$ cat src/rtl/debug_uart_tx.sv
// Buffered 8N1 UART transmitter with byte FIFO for the debug host path.
// Define DEBUG_UART_TX_PARITY_EN to add an even-parity bit (8E1 frames).
module debug_uart_tx #(
  parameter int CLKS_PER_BIT    = 868,
  parameter int FIFO_DEPTH_LOG2 = 4
) (
  input  logic                     i_Clock,
  input  logic                     i_Reset_N,
  input  logic                     i_Tx_DV,
  input  logic [7:0]               i_Tx_Byte,
  output logic                     o_Tx_Ready,
  output logic                     o_Tx_Serial,
  output logic                     o_Tx_Busy,
  output logic                     o_Tx_Done,
  output logic [FIFO_DEPTH_LOG2:0] o_Fifo_Count,
  output logic                     o_Overflow
);

  localparam int DEPTH = 1 << FIFO_DEPTH_LOG2;
  localparam int CW    = $clog2(CLKS_PER_BIT);
  localparam int AW    = FIFO_DEPTH_LOG2;

  localparam logic [CW-1:0] LAST = CW'(CLKS_PER_BIT - 1);
  localparam logic [AW:0]   FULL = (AW + 1)'(DEPTH);

  typedef enum logic [2:0] {
    s_IDLE,
    s_START,
    s_DATA,
`ifdef DEBUG_UART_TX_PARITY_EN
    s_PARITY,
`endif
    s_STOP
  } state_t;

  logic [7:0]    r_Mem [DEPTH];
  logic [AW-1:0] r_Wr_Ptr;
  logic [AW-1:0] r_Rd_Ptr;
  logic [AW:0]   r_Count;
  logic          r_Overflow;

  state_t        r_State;
  state_t        w_State_Next;
  logic [CW-1:0] r_Clk_Cnt;
  logic [2:0]    r_Bit_Idx;
  logic [7:0]    r_Shift;

  logic w_Full;
  logic w_Empty;
  logic w_Push;
  logic w_Pop;
  logic w_Clk_Last;
  logic w_Serial;
  logic w_Done;

  assign w_Full     = (r_Count == FULL);
  assign w_Empty    = (r_Count == '0);
  assign w_Push     = i_Tx_DV && !w_Full;
  assign w_Clk_Last = (r_Clk_Cnt == LAST);

  // Storage needs no reset; validity is tracked by the pointers.
  always_ff @(posedge i_Clock) begin
    if (i_Reset_N && w_Push)
      r_Mem[r_Wr_Ptr] <= i_Tx_Byte;
  end

  always_ff @(posedge i_Clock) begin
    if (!i_Reset_N) begin
      r_Wr_Ptr   <= '0;
      r_Rd_Ptr   <= '0;
      r_Count    <= '0;
      r_Overflow <= 1'b0;
    end else begin
      if (w_Push)
        r_Wr_Ptr <= r_Wr_Ptr + 1'b1;
      if (w_Pop)
        r_Rd_Ptr <= r_Rd_Ptr + 1'b1;
      if (i_Tx_DV && w_Full)
        r_Overflow <= 1'b1;
      unique case ({w_Push, w_Pop})
        2'b10:   r_Count <= r_Count + 1'b1;
        2'b01:   r_Count <= r_Count - 1'b1;
        default: r_Count <= r_Count;
      endcase
    end
  end

  always_comb begin
    w_State_Next = r_State;
    w_Pop        = 1'b0;
    w_Done       = 1'b0;
    w_Serial     = 1'b1;
    unique case (r_State)
      s_IDLE: begin
        if (!w_Empty) begin
          w_Pop        = 1'b1;
          w_State_Next = s_START;
        end
      end
      s_START: begin
        w_Serial = 1'b0;
        if (w_Clk_Last)
          w_State_Next = s_DATA;
      end
      s_DATA: begin
        w_Serial = r_Shift[r_Bit_Idx];
        if (w_Clk_Last && r_Bit_Idx == 3'd7)
`ifdef DEBUG_UART_TX_PARITY_EN
          w_State_Next = s_PARITY;
`else
          w_State_Next = s_STOP;
`endif
      end
`ifdef DEBUG_UART_TX_PARITY_EN
      s_PARITY: begin
        w_Serial = ^r_Shift;
        if (w_Clk_Last)
          w_State_Next = s_STOP;
      end
`endif
      s_STOP: begin
        if (w_Clk_Last) begin
          w_Done = 1'b1;
          // Chain straight into the next start bit when data waits.
          if (!w_Empty) begin
            w_Pop        = 1'b1;
            w_State_Next = s_START;
          end else begin
            w_State_Next = s_IDLE;
          end
        end
      end
      default: w_State_Next = s_IDLE;
    endcase
  end

  always_ff @(posedge i_Clock) begin
    if (!i_Reset_N) begin
      r_State   <= s_IDLE;
      r_Clk_Cnt <= '0;
      r_Bit_Idx <= '0;
      r_Shift   <= '0;
    end else begin
      r_State <= w_State_Next;
      if (w_State_Next != r_State || w_Clk_Last)
        r_Clk_Cnt <= '0;
      else
        r_Clk_Cnt <= r_Clk_Cnt + 1'b1;
      if (r_State == s_DATA && w_Clk_Last)
        r_Bit_Idx <= r_Bit_Idx + 1'b1;
      if (w_Pop)
        r_Shift <= r_Mem[r_Rd_Ptr];
    end
  end

  assign o_Tx_Serial  = w_Serial;
  assign o_Tx_Busy    = (r_State != s_IDLE);
  assign o_Tx_Done    = w_Done;
  assign o_Tx_Ready   = !w_Full;
  assign o_Fifo_Count = r_Count;
  assign o_Overflow   = r_Overflow;

endmodule

$ cat config.mk
export PLATFORM = sky130hd
export DESIGN_NAME = debug_uart_tx
export DESIGN_NICKNAME = d
export VERILOG_FILES = /design/src/rtl/debug_uart_tx.sv
export SDC_FILE = /design/constraint.sdc
export NUM_CORES = 1
export LEC_CHECK = 0
export CELL_PAD_IN_SITES_DETAIL_PLACEMENT = 0
export CELL_PAD_IN_SITES_GLOBAL_PLACEMENT = 1
export CORE_MARGIN = 10
export CORE_UTILIZATION = 50
export CTS_BUF_LIST = sky130_fd_sc_hd__clkbuf_16
export CTS_CLUSTER_DIAMETER = 80
export DETAILED_ROUTE_END_ITERATION = 7
export PLACE_DENSITY_LB_ADDON = 0.08
export SETUP_SLACK_MARGIN = 0.02
export SLEW_MARGIN = 20
export SYNTH_ARGS = -nofsm -noshare
export SYNTH_HDL_FRONTEND = slang
export SYNTH_SLANG_ARGS = --single-unit
$ cat constraint.sdc
create_clock -name i_Clock -period 7.4 [get_ports i_Clock]
set_input_delay 0.74 -clock i_Clock [delete_from_list [all_inputs] [get_ports i_Clock]]
set_output_delay 0.74 -clock i_Clock [all_outputs]
set_load 0.1 [all_outputs]
==> qor.yml, run 1 <==
finalCriticalPeriod_ns: 4.032
core_um2: 13300
die_y_um: 136.8
p_leak_nw: 2.519
cp.required_ns: 7.75
cts_buffer_depth: 2
regToRegSetupSlack_ns: 3.37
first_iter_violations: 256
path_clk_slew_ns: 0.06
yosysMostFrequentCell: "edfxtp_1"
portBuffers: 20
hold_class: "flip-flop to flip-flop"
dr.pass1.iters: 4
synth_area_per_cell_um2: 15.09
cts_buffers: 17
wire_per_inst_um: 19.43
drive_above_1_share_pct: 16.77
setup_viol: 0
wirelength_um: 12920
synth_edf_count: 128
viasPerCell: 5.529
async_reset_ff_share_pct: 0
postCtsSetupRepairBufs: 0
setup-tns-final_ns: 0
arrival_ns: 4.38
grt_max_degree: 46
place_area_um2: 7206
final.period_utilization_pct: 54.48
max_freq_mhz: 248.0
antenna_found_initial: 0
cap_viol_max_count: 0
pwr_density_cell_nw_per_um2: 305.3
clock-sinks: 166
ys_seq_area_share_pct: 67.52
setup.worst_path.end_class: "flip-flop"
skew_ns: 0.009453
num_rows: 42
worstMarginPinSlew_ns: 0.9700
final_area_um2: 7765
cts_tree: "built"
dpl.hpwl_um: 8225
ys_types: 42
grt_pass1_wl_um: 20710
die_w_um: 136.8
crit_fanout: 13
status: "finished clean"
place_congestion: 0.8162
ctsResizeCount: 0
ys_ff_latch: 166
synthCells: 452
grt_pass1_vias: 3681
ant_nets: 0
h-tree-depth: 4
relSlewSlack_pct: 35.13
hold_buffers: 0
synth_top_area_cell: "edfxtp_1"
synthesis.nets: 476
syn_area_um2: 6819
insertion_delay_ns: 0.42
nets: 500
path_class: "flip-flop to flip-flop"
clock-root-buffer: "clkbuf_16"
synth_area_leaders: "edfxtp_1, dfxtp_1, mux4_2"
syn_to_final_growth_pct: 13.87
vias: 3677
rsz0062_at_grt: "no"
start_util_pct: 51.29
die_area_um2: 18710
yosysTopAreaCellShare_pct: 56.37
drc: 0
synth_ff_type: "edfxtp_1"
grt.overflow.total: 0
ys_top_cells_by_count: "edfxtp_1, nor2_1, dfxtp_1"
antenna_cells: 0
ir_drop_mv: 0.2481
ios: 21
grt_use_total_pct: 14.85
final_max_slew_viol_count: 0
ys_warn_count: 0
cp-start-kind: "flip-flop"
hold_violations: 0
placed cells by master (no fill, tap or decap), drive strengths merged, types with 4 or more instances in the layout:
cell type,n
xor2,5
mux4,26
ha,12
dfxtp,38
nand3,10
and2,8
nor2,43
buf,7
clkdlybuf4s50,20
nand2b,9
mux2i,10
o22ai,15
edfxtp,128
nand2,14
inv,18
xnor2,12
mux2,16
clkinvlp,4
o21ai,20
a21oi,7
nor2b,10
clkbuf,17
nor3,8
and3,4
flip-flops by register name (all words and copies together) (netlist names):
signal / cells
r_Mem: 128
r_Clk_Cnt: 10
r_Shift: 8
o_Fifo_Count: 5
r_Rd_Ptr: 4
r_Wr_Ptr: 4
r_Bit_Idx: 3
r_State: 3
o_Overflow: 1
power breakdown:
group | internal [W] | switching, W | leakage, nW | total [W]
Sequential | 0.00105 | 0.0000476 | 1.46 | 0.00110
Clock | 0.000465 | 0.000364 | 0.269 | 0.000829
Combinational | 0.000162 | 0.000278 | 0.787 | 0.000441
metal layers:
layer | GRT usage, % | share of wire [%]
met4 | 5.094 | 0.66
met5 | 0 | 0
met2 | 23.24 | 48
met1 | 19.70 | 46
met3 | 3.886 | 4.5
worst max-delay path: stages (launching register included):
cell and delay, ns:
dfxtp_1 0.37, ha_1 0.21, or4b_4 0.48, o41ai_1 0.36, nand3_1 0.40, inv_1 0.39
ha_1 0.29, inv_1 0.09, fa_1 0.40, nor2b_1 0.11, o21ai_0 0.10, and3_1 0.20
or4_1 0.39, a21boi_0 0.16
cell type report:
cell class	instances	area (um2)
clock inverter	15	131.4
fill	1028	5530
sequential	166	4609
multi-input combinational	253	2085
inverter	11	41.29
tap	176	220.2
clock buffer	17	425.4
timing repair buffer	27	252.7
cell families after synthesis:
kind of cell | share of synthesized area (%)
compound gates | 4.899
xor+xnor | 2.183
fa+ha+maj | 2.495
buf+inv | 1.908
flops | 67.52
mux | 12.70
other cells | 0.05499
simple gates | 8.238
final timing paths:
kind                                   start               to  cells past startpoint
worst min-delay path            r_Clk_Cnt[0]     r_Clk_Cnt[0]                      1
worst min register to register  r_Clk_Cnt[0]     r_Clk_Cnt[0]                      1
worst max register to register  r_Clk_Cnt[0]  o_Fifo_Count[4]                     13
worst max-delay path            r_Clk_Cnt[0]  o_Fifo_Count[4]                     13
stage by stage:
stage / instances / utilization [%] / power [W] / hold slack (ns) / setup slack (ns)
2_1_floorplan: 452 / - / 0.001444 / 0.4297 / 3.177
3_3_place_gp: 633 / 54.20 / 0.001564 / 0.4438 / 3.432
3_5_place_dp: 633 / 54.20 / 0.001569 / 0.4631 / 3.328
4_1_cts: 665 / 58.39 / 0.002398 / 0.4775 / 3.312
5_1_grt: 665 / 58.40 / 0.002484 / 0.5130 / 2.936
6_report: 665 / 58.40 / 0.002370 / 0.4666 / 3.368
Note: power is estimated with default switching activity, not from simulation.
==> run 2: changes to the inputs <==
--- a/config.mk
+++ b/config.mk
@@ -8,7 +8,7 @@
 export CELL_PAD_IN_SITES_DETAIL_PLACEMENT = 0
 export CELL_PAD_IN_SITES_GLOBAL_PLACEMENT = 1
 export CORE_MARGIN = 10
-export CORE_UTILIZATION = 50
+export CORE_UTILIZATION = 47
 export CTS_BUF_LIST = sky130_fd_sc_hd__clkbuf_16
 export CTS_CLUSTER_DIAMETER = 80
 export DETAILED_ROUTE_END_ITERATION = 7
==> constraint.sdc (replaced) <==
create_clock -name i_Clock -period 3.6 [get_ports i_Clock]
set_input_delay 0.36 -clock i_Clock [delete_from_list [all_inputs] [get_ports i_Clock]]
set_output_delay 0.36 -clock i_Clock [all_outputs]
set_load 0.1 [all_outputs]
==> qor.yml, run 2 (synthesis gave the netlist of run 1 again) <==
first_iter_violations: 182
grt_use_total_pct: 14.01
utilization_pct: 56.36
portBuffers: 20
drive_above_1_share_pct: 19.39
final_max_slew_viol_count: 0
cp_slowest_cell: "or4b_4"
hold_depth: 1
insertion_delay_ns: 0.42
nets: 507
drc: 0
fin_total_pwr_w: 0.005157
grt_max_degree: 46
layout_commonest_cell: "edfxtp_1"
regMostFlops: "r_Mem"
core_um2: 14040
vias: 3687
relSlewSlack_pct: 34.91
antenna_found_initial: 0
critPathMaxStageDelay_ns: 0.50
num_rows: 43
reg2regPathDepth: 13
grt_pass1_wl_um: 21230
syn_to_final_growth_pct: 16.06
die_w_um: 140.5
setup.worst_path.end_class: "flip-flop"
clock-root-buffer: "clkbuf_16"
status: "finished clean"
hold_class: "flip-flop to flip-flop"
ant_nets: 0
path_class: "flip-flop to flip-flop"
crit_family: "simple AND/OR/NAND/NOR gates"
dpl.hpwl_um: 8586
grt_pass1_vias: 3714
arrival_ns: 3.80
clock-sinks: 166
worstMarginPinSlew_ns: 0.9733
cp.required_ns: 3.95
finalCriticalPeriod_ns: 3.454
hold_violations: 0
grt.overflow.total: 0
cp-start-kind: "flip-flop"
fillers: 1114
rsz0062_at_grt: "no"
pwr_density_cell_nw_per_um2: 651.6
wirelength_um: 13310
cp_num_buf_inv: 2
p_leak_nw: 2.588
crit_fanout: 4
h-tree-depth: 4
place_congestion: 0.7669
start_util_pct: 48.56
ir_drop_mv: 0.5417
register_area_um2: 4607
cts_buffer_depth: 2
cts_buffers: 17
antenna_cells: 0
setup_viol: 0
cap_viol_max_count: 0
multi_input_area_um2: 2113
hold_slack_ns: 0.4637
die_area_um2: 19730
skew_ns: 0.007161
max_freq_mhz: 289.6
layout_common_cells: "edfxtp_1, nor2_1, dfxtp_1"
path_clk_slew_ns: 0.07
ios: 21
top_regs: "r_Mem: 128 flops, r_Clk_Cnt: 10 flops, r_Shift: 8 flops"
cts_tree: "built"
crit_cells: 13
wire_per_inst_um: 19.72
largest_reg_flops: 128
dr.pass1.iters: 6
final.period_utilization_pct: 95.93
path_cells: "ha_2, or4b_4, o41ai_4, nand3_1, inv_1, ha_2, inv_1, fa_1, nor2b_1, o21ai_0, and3_1, or4_1, a21boi_0"
die_y_um: 140.5
viasPerCell: 5.462
-- run 2: cell type report --
| class | count | share of cell area [%] |
|---|---|---|
| sequential | 166 | 58.21 |
| multi-input combinational | 253 | 26.70 |
| clock buffer | 17 | 5.375 |
| timing repair buffer | 34 | 3.794 |
| tap | 180 | 2.846 |
| clock inverter | 14 | 2.545 |
| inverter | 11 | 0.5217 |
-- run 2: layer usage --
| layer | vias up | share of wire (%) | track usage (%) | wire length (um) |
|---|---|---|---|---|
| met5 | - | 0 | 0 | 0 |
| met2 | 72 | 49 | 21.77 | 6500 |
| met3 | 11 | 4.7 | 3.989 | 628 |
| met1 | 1834 | 45 | 18.38 | 6050 |
| met4 | 0 | 1.0 | 4.783 | 134 |
| li1 | 1770 | - | - | - |
-- run 2: where the power goes --
part	internal [W]	total, W	switching, W
registers	0.00217	0.00225	0.0000854
clock network	0.00117	0.00192	0.000754
logic	0.000382	0.000983	0.000600
total	0.00372	0.00516	0.00144
-- run 2: repair_timing --
item / CTS / global route
gates resized for setup: 1 / 3
buffers inserted: 0 / 1
setup endpoints to repair: 1 / 1
pin swaps: 0 / 1
hold buffers: 0 / 0
-- run 2: per-stage QoR --
stage	cells	instance area, um2	setup WS [ns]	TNS, ns
floorplan	452	6824	0.1268	0
global placement	643	7256	0.05866	0
detailed placement	643	7256	-0.08383	-0.08383
CTS	674	7890	0.04293	0
global route	675	7914	0.006095	0
finish	675	7914	0.1464	0
-- run 2: worst register-to-register path: stages, from the launching register on --
cell and delay [ns]:
dfxtp_1 0.37, ha_2 0.22, or4b_4 0.50, o41ai_4 0.33, nand3_1 0.17, inv_1 0.11, ha_2 0.21, inv_1 0.08
fa_1 0.40, nor2b_1 0.13, o21ai_0 0.12, and3_1 0.21, or4_1 0.39, a21boi_0 0.17
-- run 2: final timing paths --
path                                    from               to  slack [ns]
worst max-delay path            r_Clk_Cnt[0]  o_Fifo_Count[4]        0.15
worst min-delay path            r_Clk_Cnt[0]     r_Clk_Cnt[0]        0.46
worst max register to register  r_Clk_Cnt[0]  o_Fifo_Count[4]        0.15
worst min register to register  r_Clk_Cnt[0]     r_Clk_Cnt[0]        0.46
==> run 3: changes to the inputs <==
--- a/config.mk
+++ b/config.mk
@@ -14,6 +14,7 @@
 export DETAILED_ROUTE_END_ITERATION = 7
 export PLACE_DENSITY_LB_ADDON = 0.08
 export SETUP_SLACK_MARGIN = 0.02
+export SKIP_CTS_REPAIR_TIMING = 1
 export SLEW_MARGIN = 20
 export SYNTH_ARGS = -nofsm -noshare
 export SYNTH_HDL_FRONTEND = slang
==> qor.yml, run 3 (synthesis gave the netlist of run 1 again) <==
first_iter_violations: 171
largest_reg_flops: 128
hold_start: "r_Clk_Cnt[0]"
pwr_density_cell_nw_per_um2: 651.7
clock-sinks: 166
arrival_ns: 3.81
switchingPower_w: 0.001441
grt_max_degree: 46
rr_endpoint: "o_Fifo_Count[4]"
core_um2: 14040
hold_depth: 1
drive_above_1_share_pct: 19.39
viasPerCell: 5.450
crit_fanout: 4
cp-start-kind: "flip-flop"
crit_family: "simple AND/OR/NAND/NOR gates"
setup.worst_path.end_class: "flip-flop"
die_w_um: 140.5
ir_drop_mv: 0.5416
grt_use_total_pct: 14.01
path_clk_slew_ns: 0.07
path_class: "flip-flop to flip-flop"
wirelength_um: 13350
start_util_pct: 48.56
antenna_found_initial: 0
rsz0062_at_grt: "no"
path_cells: "ha_2, or4b_4, o41ai_4, nand3_1, inv_1, ha_2, inv_1, fa_1, nor2b_1, o21ai_0, and3_1, or4_1, a21boi_0"
die_y_um: 140.5
drc: 0
p_leak_nw: 2.588
cts_buffer_depth: 2
reg2regPathDepth: 13
critPathMaxStageDelay_ns: 0.49
portBuffers: 20
final.period_utilization_pct: 95.99
hold_slack_ns: 0.4636
final_max_slew_viol_count: 0
cp.required_ns: 3.95
top_regs: "r_Mem: 128 flops, r_Clk_Cnt: 10 flops, r_Shift: 8 flops"
swShare_pct: 27.95
grt_pass1_vias: 3714
hold_violations: 0
grt.overflow.total: 0
setup_viol: 0
setup-tns-final_ns: 0
cp_slowest_cell: "or4b_4"
worstMarginPinSlew_ns: 0.9733
vias: 3679
regMostFlops: "r_Mem"
layout_commonest_cell: "edfxtp_1"
syn_to_final_growth_pct: 16.06
p_clk_share_pct: 37.3
utilization_pct: 56.36
clock-root-buffer: "clkbuf_16"
insertion_delay_ns: 0.43
r2r-start: "r_Clk_Cnt[0]"
status: "finished clean"
sequentialPowerShare_pct: 43.6
layout_common_cells: "edfxtp_1, nor2_1, dfxtp_1"
grt_pass1_wl_um: 21230
hold_class: "flip-flop to flip-flop"
ios: 21
ant_nets: 0
whs_endpoint: "r_Clk_Cnt[0]"
cap_viol_max_count: 0
relSlewSlack_pct: 34.91
antenna_cells: 0
cts_buffers: 17
fin_total_pwr_w: 0.005158
regToRegSetupSlack_ns: 0.14
cell_internal_pwr_w: 0.003716
dpl.hpwl_um: 8586
finalCriticalPeriod_ns: 3.456
pwr-share-comb_pct: 19.0
nets: 507
cts_tree: "built"
num_rows: 43
max_freq_mhz: 289.4
place_congestion: 0.7669
cp_num_buf_inv: 2
dr.pass1.iters: 4
skew_ns: 0.006366
wire_per_inst_um: 19.77
die_area_um2: 19730
h-tree-depth: 4
[run 3: cell counts in the layout (fill, tap and decap cells not counted)]
No cell type changed its count.
[run 3: cell type report]
type,instances,area [um2]
Clock buffer,17,425.4
Inverter,11,41.29
Clock inverter,14,201.4
Timing Repair Buffer,34,300.3
Sequential cell,166,4607
Tap cell,180,225.2
Multi-Input combinational cell,253,2113
Fill cell,1116,6128
[run 3: metal layers]
metal | GRT usage [%] | share of wire, % | wire (um)
met3 | 3.989 | 3.6 | 485
met2 | 21.77 | 48 | 6473
met4 | 4.783 | 0.87 | 116
met1 | 18.38 | 47 | 6273
met5 | 0 | 0 | 0
[run 3: how the worst max path moves through the flow]
stage               startpoint               to  slack [ns]  cells past startpoint
2_1_floorplan  o_Fifo_Count[0]  o_Fifo_Count[4]        0.13                     10
3_3_place_gp      r_Clk_Cnt[0]  o_Fifo_Count[4]        0.06                     13
3_5_place_dp      r_Clk_Cnt[0]  o_Fifo_Count[4]       -0.08                     13
4_1_cts           r_Clk_Cnt[0]  o_Fifo_Count[4]       -0.11                     13
5_1_grt           r_Clk_Cnt[0]  o_Fifo_Count[4]       0.009                     13
6_report          r_Clk_Cnt[0]  o_Fifo_Count[4]        0.14                     13
[run 3: through the flow]
step                cells  setup slack, ns  cell area [um2]
floorplan             452           0.1268             6824
global placement      643          0.05866             7256
detailed placement    643         -0.08383             7256
CTS                   674          -0.1066             7883
global route          675         0.009116             7914
finish                675           0.1445             7914
[run 3: power by group through the flow]
stage | clock (W) | sequential [W] | combinational, W
2_1_floorplan | 0 | 0.00240 | 0.000564
3_3_place_gp | 0 | 0.00229 | 0.000972
3_5_place_dp | 0 | 0.00229 | 0.000976
4_1_cts | 0.00197 | 0.00225 | 0.000982
5_1_grt | 0.00204 | 0.00226 | 0.00107
6_report | 0.00193 | 0.00225 | 0.000982
==> RTL edit (settings of run 3) <==
Make the reset (`i_Reset_N`) asynchronous in 2 clocked blocks.
--- a/src/rtl/debug_uart_tx.sv
+++ b/src/rtl/debug_uart_tx.sv
@@ -65,5 +65,5 @@
   end
 
-  always_ff @(posedge i_Clock) begin
+  always_ff @(posedge i_Clock or negedge i_Reset_N) begin
     if (!i_Reset_N) begin
       r_Wr_Ptr   <= '0;
@@ -135,5 +135,5 @@
   end
 
-  always_ff @(posedge i_Clock) begin
+  always_ff @(posedge i_Clock or negedge i_Reset_N) begin
     if (!i_Reset_N) begin
       r_State   <= s_IDLE;
Function: differs if i_Reset_N is asserted again (counterexample within 4 cycles, from zero or initial values and one cycle with i_Reset_N low); with i_Reset_N held inactive, the same outputs for 10 cycles.
==> RTL edit against run 3 <==
- fmax up 13%
- sequential share of layout area grew 3.1 points
- sequential cell count unchanged
- setup slack gained 0.38 ns
- count of clock-buffer cells in the layout unchanged
- first-iteration DRC count grew 25%
- clock power is 6% lower
- core utilization decreased by 2.1 points
- global-route usage is essentially flat
- area after synthesis grew 0.31%
- power is 17% higher
- wire length grew 0.64%
- cell area shrank 1.0%
==> RTL edit: results (changes against run 3) <==
stage,metric,value,unit,change
setup_path,reg-to-reg critical path startpoint,r_Clk_Cnt[3],,
worst_hold_path,Hold/Removal Path Class,in -> async,,
placed_design,dpl hpwl,8590,um,+0.10%
routing,Initial DRT Pass Iterations,5,,+1
global_routing,Global Route Usage Sum,14.0,%,+0.027 points
routing,First DRT Iteration DRCs,214,,+25%
global_routing,vias in the first global route,3494,,-5.9%
cells_and_area,Final #Nets,447,,-12%
setup_path,crit-path max FO,8,,+4
setup_path,FF-to-FF setup slack,0.53,ns,+0.38 ns
logic_synthesis,compound-gate portion of the synthesized area,5.38,%,+0.48 points
placed_design,dpl cell area,7240,sq um,-0.26%
outcome,outcome,"finished, final reports clean",,
setup_path,reg-to-reg endpoint,o_Fifo_Count[4],,
setup_path,cell count of the worst reg-to-reg path,11,,-2
timing,final hold slack,0.0572,ns,-0.406 ns
logic_synthesis,sequential fraction of the synthesis area,70.1,%,+2.6 points
routing,vias per cell,5.57,,+2.3%
clock_tree,"Clk Latency, worst-skew pair",0.43,ns,about the same
clock_tree,clock root buffer,clkbuf_16,,
logic_synthesis,"EDFF count, synth",128,,unchanged
logic_synthesis,most frequent cells after synthesis,"edfxtp_1, dfrtp_1, mux4_2, nor2_1, a22oi_1",,
logic_synthesis,Mapped Nets,423,,-11%
placed_design,Final GP Congestion,0.804,,+4.8%
logic_synthesis,XOR/XNOR Fraction of Synth Area,2.69,%,+0.51 points
timing,Slew HR,34.2,%,-0.73 points
clock_tree,maximum buffer depth of the clock tree,2,,unchanged
cells_and_area,Filler Cell Count,1145,,+2.6%
logic_synthesis,Post-Synth Adder-Cell Area,2.19,%,-0.30 points
timing,clk_skew,0.0126,ns,+0.00628 ns
global_routing,first-pass GRT wire length,20900,um,-1.6%
clock_tree,htree depth,4,,unchanged
clock_tree,TritonCTS Buffers,17,,unchanged
global_routing,initial antenna violation count,0,,unchanged
logic_synthesis,ys async rst share,22.9,%,+23 points
logic_synthesis,Area contributors post-synth,"edfxtp_1, dfrtp_1, mux4_2",,
global_routing,largest net degree at the start of global routing,42,,-8.7%
power,Peak VDD IR,0.000429,V,-21%
setup_path,WP data arrival,3.41,ns,-0.40 ns
cells_and_area,share of layout cells above drive strength 1,20.6,%,+1.2 points
routing,WL final,13400,um,+0.64%
power,Internal,4.04,mW,+8.6%
power,Leakage,2.73,nW,+5.5%
logic_synthesis,mux cell area share after synthesis,12.0,%,-0.73 points
[RTL edit: final cells by class]
type,count,area [sq um],share of cell area [%]
clock buffer,17,425,5.43
clock inverter,15,169,2.16
inverter,10,37.5,0.479
multi-input combinational,205,1940,24.7
sequential,166,4800,61.3
tap,184,230,2.94
timing repair buffer,24,233,2.97
[RTL edit: critical path, cell delays in order, from the launching register on]
cell and delay [ns]:
dfrtp_1 0.41, or2_1 0.25, nor4_1 0.55, a32oi_1 0.23
inv_1 0.12, ha_1 0.33, xor2_1 0.21, ha_1 0.23
a31oi_1 0.08, or2_2 0.27, a21oi_1 0.18, xnor2_1 0.14
[RTL edit: cell families (layout without fill, tap and decap cells)]
logic type | count (synthesis) | after routing
buf+inv | 29 | 66
fa+ha+maj | 12 | 12
simple gates | 78 | 78
xor+xnor | 21 | 21
other cells | 1 | 1
compound gates | 55 | 55
mux | 38 | 38
flops | 166 | 166
[RTL edit: how the worst max path moves through the flow]
stage / from / end / slack (ns) / cells after the start
final: r_Clk_Cnt[3] / o_Fifo_Count[4] / 0.53 / 11
after global routing: r_Clk_Cnt[3] / o_Fifo_Count[4] / 0.22 / 11
after CTS: r_Clk_Cnt[3] / o_Fifo_Count[4] / 0.54 / 11
after detailed placement: r_Clk_Cnt[3] / o_Fifo_Count[4] / 0.55 / 11
after global placement: r_Clk_Cnt[3] / o_Fifo_Count[4] / 0.66 / 11
after floorplan: o_Fifo_Count[1] / o_Fifo_Count[4] / 0.03 / 14
[RTL edit: power groups by stage]
stage          combinational [mW]  sequential [mW]  clock [mW]
2_1_floorplan                1.13             2.67           0
3_3_place_gp                 1.69             2.56           0
3_5_place_dp                 1.70             2.57           0
4_1_cts                      1.71             2.53        1.85
5_1_grt                      1.81             2.56        1.94
6_report                     1.67             2.52        1.82
[RTL edit: stage by stage]
step / cells / setup slack (ns)
after floorplan: 400 / 0.0309
after global placement: 589 / 0.660
after detailed placement: 589 / 0.547
after CTS: 621 / 0.540
after global routing: 621 / 0.224
final: 621 / 0.529
[RTL edit: per-layer routing]
metal  GRT usage [%]  vias up  routed length [um]
met4            5.22        0                 217
met5               0        -                   0
met1            18.0     1752                5810
met3            3.69       15                 643
met2            22.5       96                6760
li1                -     1599                   -
